**src/rtl/cpu_pipe_pkg.sv**
```systemverilog
// Shared pipeline-control types and constants.
//   REG_W      : architectural register index width
//   REG_ZERO   : hard-wired zero register index, never a hazard source
//   hz_state_t : hazard controller operating state
package cpu_pipe_pkg;

  localparam int REG_W = 5;
  localparam logic [REG_W-1:0] REG_ZERO = '0;

  typedef enum logic [1:0] {
    RUN,
    MEM_WAIT,
    DRAIN,
    HALTED
  } hz_state_t;

endpackage

```
**src/rtl/hz_load_use_cmp.sv**
```systemverilog
// Load-use hazard detector: flags when the load in EX writes a register that
// the instruction in ID reads. Register r0 never creates a dependency.
//   id_src_reg1/2, id_use_src1/2 : ID operand indices and read enables
//   ex_dst_reg, ex_use_dst_reg   : EX destination index and write enable
//   ex_mem_read                  : EX instruction is a load
//   hazard                       : combinational load-use indication
module hz_load_use_cmp
  import cpu_pipe_pkg::*;
(
  input  logic [REG_W-1:0] id_src_reg1,
  input  logic [REG_W-1:0] id_src_reg2,
  input  logic             id_use_src1,
  input  logic             id_use_src2,
  input  logic [REG_W-1:0] ex_dst_reg,
  input  logic             ex_use_dst_reg,
  input  logic             ex_mem_read,
  output logic             hazard
);

  logic ex_writes_real_reg;
  logic match1;
  logic match2;

  always_comb begin
    ex_writes_real_reg = ex_mem_read && ex_use_dst_reg && (ex_dst_reg != REG_ZERO);
    match1             = id_use_src1 && (id_src_reg1 == ex_dst_reg);
    match2             = id_use_src2 && (id_src_reg2 == ex_dst_reg);
    hazard             = ex_writes_real_reg && (match1 || match2);
  end

endmodule

```
**src/rtl/pipe_hazard_ctrl.sv**
```systemverilog
// Central stall/flush generator for the four pipeline registers and the PC.
// Handles load-use stalls, taken-branch flushes, memory-wait holds and the
// halt drain, and counts cycles in which the PC was held.
//   clk, rst            : clock, synchronous active-high reset
//   ID_* / EX_* / MEM_* : hazard sources from the pipeline stages
//   WB_hlt              : halt instruction has reached MEM/WB
//   *_stall / *_flush   : combinational pipeline-register controls
//   halted              : core fully halted (exit only through rst)
//   mem_timeout         : sticky, memory wait reached MEM_TIMEOUT cycles
//   stall_cycles        : saturating count of non-halted PC_stall cycles
module pipe_hazard_ctrl
  import cpu_pipe_pkg::*;
#(
  parameter int CNT_W       = 16,
  parameter int MEM_TIMEOUT = 255
) (
  input  logic             clk,
  input  logic             rst,
  input  logic [REG_W-1:0] ID_src_reg1,
  input  logic [REG_W-1:0] ID_src_reg2,
  input  logic             ID_use_src1,
  input  logic             ID_use_src2,
  input  logic [REG_W-1:0] EX_dst_reg,
  input  logic             EX_use_dst_reg,
  input  logic             EX_mem_read,
  input  logic             EX_branch_taken,
  input  logic             MEM_mem_busy,
  input  logic             MEM_hlt,
  input  logic             WB_hlt,
  output logic             PC_stall,
  output logic             IF_ID_stall,
  output logic             IF_ID_flush,
  output logic             ID_EX_stall,
  output logic             ID_EX_flush,
  output logic             EX_MEM_stall,
  output logic             EX_MEM_flush,
  output logic             MEM_WB_stall,
  output logic             MEM_WB_flush,
  output logic             halted,
  output logic             mem_timeout,
  output logic [CNT_W-1:0] stall_cycles
);

  localparam int WAIT_W = (MEM_TIMEOUT < 1) ? 1 : $clog2(MEM_TIMEOUT + 1);
  localparam logic [WAIT_W-1:0] WAIT_MAX = WAIT_W'(MEM_TIMEOUT);

  hz_state_t        state_q, state_d;
  logic [WAIT_W-1:0] wait_cnt_q, wait_cnt_d;
  logic              mem_timeout_q, mem_timeout_d;
  logic [CNT_W-1:0]  stall_cycles_q, stall_cycles_d;
  logic              load_use;

  hz_load_use_cmp u_load_use (
    .id_src_reg1   (ID_src_reg1),
    .id_src_reg2   (ID_src_reg2),
    .id_use_src1   (ID_use_src1),
    .id_use_src2   (ID_use_src2),
    .ex_dst_reg    (EX_dst_reg),
    .ex_use_dst_reg(EX_use_dst_reg),
    .ex_mem_read   (EX_mem_read),
    .hazard        (load_use)
  );

  always_comb begin
    state_d        = state_q;
    wait_cnt_d     = wait_cnt_q;
    mem_timeout_d  = mem_timeout_q;
    stall_cycles_d = stall_cycles_q;
    PC_stall       = 1'b0;
    IF_ID_stall    = 1'b0;
    IF_ID_flush    = 1'b0;
    ID_EX_stall    = 1'b0;
    ID_EX_flush    = 1'b0;
    EX_MEM_stall   = 1'b0;
    EX_MEM_flush   = 1'b0;
    MEM_WB_stall   = 1'b0;
    MEM_WB_flush   = 1'b0;

    unique case (state_q)
      // MEM_WAIT behaves exactly like RUN once busy drops, so both share a branch.
      RUN, MEM_WAIT: begin
        if (MEM_mem_busy) begin
          PC_stall     = 1'b1;
          IF_ID_stall  = 1'b1;
          ID_EX_stall  = 1'b1;
          EX_MEM_stall = 1'b1;
          MEM_WB_flush = 1'b1;
          state_d      = MEM_WAIT;
        end else if (MEM_hlt) begin
          // Halt beats a branch in EX: the redirect is dropped and EX is flushed.
          PC_stall     = 1'b1;
          IF_ID_flush  = 1'b1;
          ID_EX_flush  = 1'b1;
          EX_MEM_flush = 1'b1;
          state_d      = DRAIN;
        end else begin
          state_d = RUN;
          if (EX_branch_taken) begin
            IF_ID_flush = 1'b1;
            ID_EX_flush = 1'b1;
          end else if (load_use) begin
            PC_stall    = 1'b1;
            IF_ID_stall = 1'b1;
            ID_EX_flush = 1'b1;
          end
        end
      end
      DRAIN: begin
        if (MEM_mem_busy) begin
          PC_stall     = 1'b1;
          IF_ID_stall  = 1'b1;
          ID_EX_stall  = 1'b1;
          EX_MEM_stall = 1'b1;
          MEM_WB_flush = 1'b1;
        end else begin
          PC_stall     = 1'b1;
          IF_ID_flush  = 1'b1;
          ID_EX_flush  = 1'b1;
          EX_MEM_flush = 1'b1;
        end
        if (WB_hlt) begin
          state_d = HALTED;
        end
      end
      HALTED: begin
        PC_stall     = 1'b1;
        IF_ID_stall  = 1'b1;
        ID_EX_stall  = 1'b1;
        EX_MEM_stall = 1'b1;
        MEM_WB_stall = 1'b1;
      end
      default: state_d = RUN;
    endcase

    if (state_q != HALTED) begin
      if (MEM_mem_busy) begin
        if (wait_cnt_q != WAIT_MAX) begin
          wait_cnt_d = wait_cnt_q + 1'b1;
        end
        // Flag as soon as the count reaches the limit so it is visible on the next busy cycle.
        if (wait_cnt_d == WAIT_MAX) begin
          mem_timeout_d = 1'b1;
        end
      end else begin
        wait_cnt_d = '0;
      end
      if (PC_stall && (stall_cycles_q != '1)) begin
        stall_cycles_d = stall_cycles_q + 1'b1;
      end
    end

    if (rst) begin
      PC_stall     = 1'b0;
      IF_ID_stall  = 1'b0;
      IF_ID_flush  = 1'b0;
      ID_EX_stall  = 1'b0;
      ID_EX_flush  = 1'b0;
      EX_MEM_stall = 1'b0;
      EX_MEM_flush = 1'b0;
      MEM_WB_stall = 1'b0;
      MEM_WB_flush = 1'b0;
    end
  end

  always_ff @(posedge clk) begin
    if (rst) begin
      state_q        <= RUN;
      wait_cnt_q     <= '0;
      mem_timeout_q  <= 1'b0;
      stall_cycles_q <= '0;
    end else begin
      state_q        <= state_d;
      wait_cnt_q     <= wait_cnt_d;
      mem_timeout_q  <= mem_timeout_d;
      stall_cycles_q <= stall_cycles_d;
    end
  end

  assign halted       = (state_q == HALTED);
  assign mem_timeout  = mem_timeout_q;
  assign stall_cycles = stall_cycles_q;

endmodule

```
**config.mk**
```make
export PLATFORM = sky130hd
export DESIGN_NAME = pipe_hazard_ctrl
export DESIGN_NICKNAME = d
export VERILOG_FILES = /design/src/rtl/cpu_pipe_pkg.sv /design/src/rtl/hz_load_use_cmp.sv /design/src/rtl/pipe_hazard_ctrl.sv
export SDC_FILE = /design/constraint.sdc
export NUM_CORES = 1
export LEC_CHECK = 0
export CAP_MARGIN = 25
export CORE_ASPECT_RATIO = 0.75
export CORE_UTILIZATION = 45
export CTS_CLUSTER_SIZE = 40
export DETAILED_ROUTE_END_ITERATION = 8
export GPL_TIMING_DRIVEN = 0
export PLACE_DENSITY = 0.86
export SYNTH_ARGS = -nofsm -noshare
export SYNTH_HDL_FRONTEND = slang
export SYNTH_HIERARCHICAL = 1
export SYNTH_SLANG_ARGS = --single-unit
```
**constraint.sdc**
```tcl
create_clock -name clk -period 7.1 [get_ports clk]
set_clock_uncertainty 0.1 [all_clocks]
set_input_delay 1.42 -clock clk [delete_from_list [all_inputs] [get_ports clk]]
set_output_delay 1.42 -clock clk [all_outputs]
set_load 0.03 [all_outputs]
```
==> out/qor.yml, run 1 <==
cts_resized: 0
worst_hold_slack_ns: 0.390
grt_max_degree: 15
layout-drive-gt1-share_pct: 7.75
die-height_um: 55.0
leakagePower_nw: 0.767
finalSetupViolations: 0
cp.arrival_ns: 3.84
overflow: 0
yosysWarningCount: 6
reg2reg_depth: 6
wl_mm: 4.02
io_pins: 52
clk_pin_slew_ns: 0.09
grt_pass1_wl_mm: 6.72
drc_errors: 0
cts_sinks: 27
crit_start: "EX_dst_reg[0]"
grt_pass1_vias: 1533
status: "finished clean"
tightest_slew_ns: 0.491
synth_top_area_cell: "dfxtp_1"
cp-end-kind: "primary output"
core-area_um2: 3420
synth_area_leaders: "dfxtp_1, xnor2_1, nor2_1"
powerDensity_nw_per_um2: 136
required_ns: 5.58
vdd_drop_max_uv: 90.7
std_cell_rows: 18
ant_nets: 0
syn_nets: 231
drv_cap: 0
globalplace.congestion: 0.836
drv_slew: 0
min_path_type: "reg -> reg"
antenna_found_initial: 0
min_from: "mem_timeout$_SDFFE_PP0P_"
finalCritPeriodShare_pct: 75.6
yosys.cell_types.count: 43
maxSlewHeadroom_pct: 67.3
r2r_start: "wait_cnt_q[0]$_SDFFE_PP0N_"
worstSetupPathType: "in -> out"
rsz0062_at_grt: "no"
n_fill_cell: 288
cp_max_fo: 3
cts_tree: "done"
cts-root-buf: "clkbuf_8"
cp-start-kind: "input port"
postCtsSetupBuffers: 0
cts.htree.levels: 1
yosys_register_bits: 27
port_buffers: 50
die_area_um2: 3990
insertion_delay_ns: 0.28
first_pass_iters: 4
finalHoldViolCount: 0
fin_crit_ns: 5.36
viasPerCell: 5.33
syn-cell-area_um2: 1680
via_count: 1643
hold_depth: 1
setup_tns_ns: 0
post_drt_wl_per_cell_um: 13.0
grt_use_total_pct: 21.9
netlist_instances: 204
cts_hold_buf: 0
n_antenna_cell: 0
synth_top_area_share_pct: 32.1
hpwl_mm: 3.03
instances_no_fill: 308
ctsLongestPathBuffers: 2
dpl.cell_count: 304
drt_iter0_drc: 140
die_x_um: 72.6
cts_buffers: 3
final_nets: 286
start_util_pct: 49.2
fmax_mhz: 186
syn2layout_area_growth_pct: 36.1
syn_avg_cell_area_um2: 8.25
yosysSeqAreaShare_pct: 32.1
path summary, 6_finish.rpt:
check	to	slack, ns
max	PC_stall	1.74
max reg2reg	mem_timeout$_SDFFE_PP0P_	4.92
min reg2reg	mem_timeout$_SDFFE_PP0P_	0.39
min	mem_timeout$_SDFFE_PP0P_	0.39
kinds of logic after synthesis:
kind of cell,count (synthesis),synth area share [%]
xor gates and xnor gates,28,14.6
DFF,27,32.1
AOI/OAI and AO/OA,46,20.1
and+or+nand+nor,82,25.5
buffers and inverters,17,4.98
adders and majority gates,2,1.49
muxes,2,1.19
registers in the layout, summed over array words and instances, names as in the netlist:
signal / flops
mem_timeout: 1
stall_cycles: 16
wait_cnt_q: 8
state_q: 2
worst max-delay path: stages:
cell and delay [ns]:
clkdlybuf4s50_1 0.46, xor2_1 0.16, nor4_1 0.33, nand3_1 0.11, a21oi_1 0.27, nand2b_1 0.15
a31oi_1 0.23, clkdlybuf4s50_1 0.70
Yosys cell counts, drive strengths merged:
cell type  instances
nor2              29
dfxtp             27
xnor2             20
nand2             19
a21oi             15
inv                9
a211oi             8
nand3              8
o21ai              8
xor2               8
nand4              6
nor3               6
clkbuf             5
and4               4
a2111oi            3
and3               3
buf                3
a21o               2
a41oi              2
ha                 2
mux2i              2
nor4               2
o211ai             2
a22oi              1
a311o              1
a31o               1
a31oi              1
a32o               1
nand2b             1
nor3b              1
nor4b              1
o22ai              1
or3                1
or4                1
placed cells by master, fill, tap and decap left out, types with 2 or more instances in the layout:
| master | count |
|---|---|
| clkdlybuf4s50_1 | 50 |
| nor2_1 | 28 |
| dfxtp_1 | 27 |
| xnor2_1 | 20 |
| nand2_1 | 19 |
| a21oi_1 | 15 |
| inv_1 | 9 |
| nand3_1 | 8 |
| o21ai_0 | 8 |
| xor2_1 | 8 |
| a211oi_1 | 7 |
| nor3_1 | 6 |
| clkbuf_1 | 5 |
| nand4_1 | 5 |
| clkbuf_8 | 3 |
| and4_4 | 2 |
| and3_1 | 2 |
| buf_6 | 2 |
| and4_1 | 2 |
| mux2i_1 | 2 |
| a21o_1 | 2 |
| a41oi_1 | 2 |
| a2111oi_2 | 2 |
| ha_1 | 2 |
| nor4_1 | 2 |
per-stage QoR:
stage	instance area [um^2]	util, %	power [W]	setup WS [ns]
floorplan	1680	-	0.000196	2.80
global placement	2250	65.6	0.000226	1.77
detailed placement	2250	65.6	0.000227	1.73
CTS	2290	66.9	0.000314	1.72
global route	2290	66.9	0.000324	1.62
finish	2290	66.9	0.000311	1.74
area by class of cell:
type / count / area (um^2) / share of cell area (%)
multi-input combinational: 160 / 1060 / 46.2
sequential: 27 / 541 / 23.6
timing repair buffer: 50 / 500 / 21.8
tap: 50 / 62.6 / 2.73
buffer: 8 / 50.0 / 2.18
clock buffer: 4 / 45.0 / 1.97
inverter: 9 / 33.8 / 1.47
routing by layer:
metal / up-vias / GRT usage [%] / wire [um]
met4: 0 / 5.56 / 25
met5: - / 0 / 0
met1: 744 / 29.4 / 1930
met3: 2 / 4.71 / 226
met2: 59 / 36.3 / 1840
li1: 838 / - / -
report_power, final:
part / switching, W / internal [W] / total (W)
Clock: 0.0000476 / 0.0000403 / 0.0000878
Sequential: 0.00000507 / 0.000155 / 0.000160
Combinational: 0.0000327 / 0.0000307 / 0.0000634
Total: 0.0000853 / 0.000226 / 0.000311
No activity file was read; power rests on OpenSTA's default activity.
==> run 2: changes to the inputs <==
==> constraint.sdc (replaced) <==
create_clock -name clk -period 5.1 [get_ports clk]
set_clock_uncertainty 0.1 [all_clocks]
set_input_delay 1.02 -clock clk [delete_from_list [all_inputs] [get_ports clk]]
set_output_delay 1.02 -clock clk [all_outputs]
set_load 0.03 [all_outputs]
==> results of run 2 <==
The final DEF is identical to that of run 1. Status: finished clean.
Main changes from that run: setup slack after placement 1.73 ns -> 0.527 ns; setup slack after layout 1.74 ns -> 0.536 ns; register-to-register setup slack 4.92 ns -> 2.92 ns; total power 0.000311 W -> 0.000433 W; worst IR drop on VDD 90.7 uV -> 126 uV
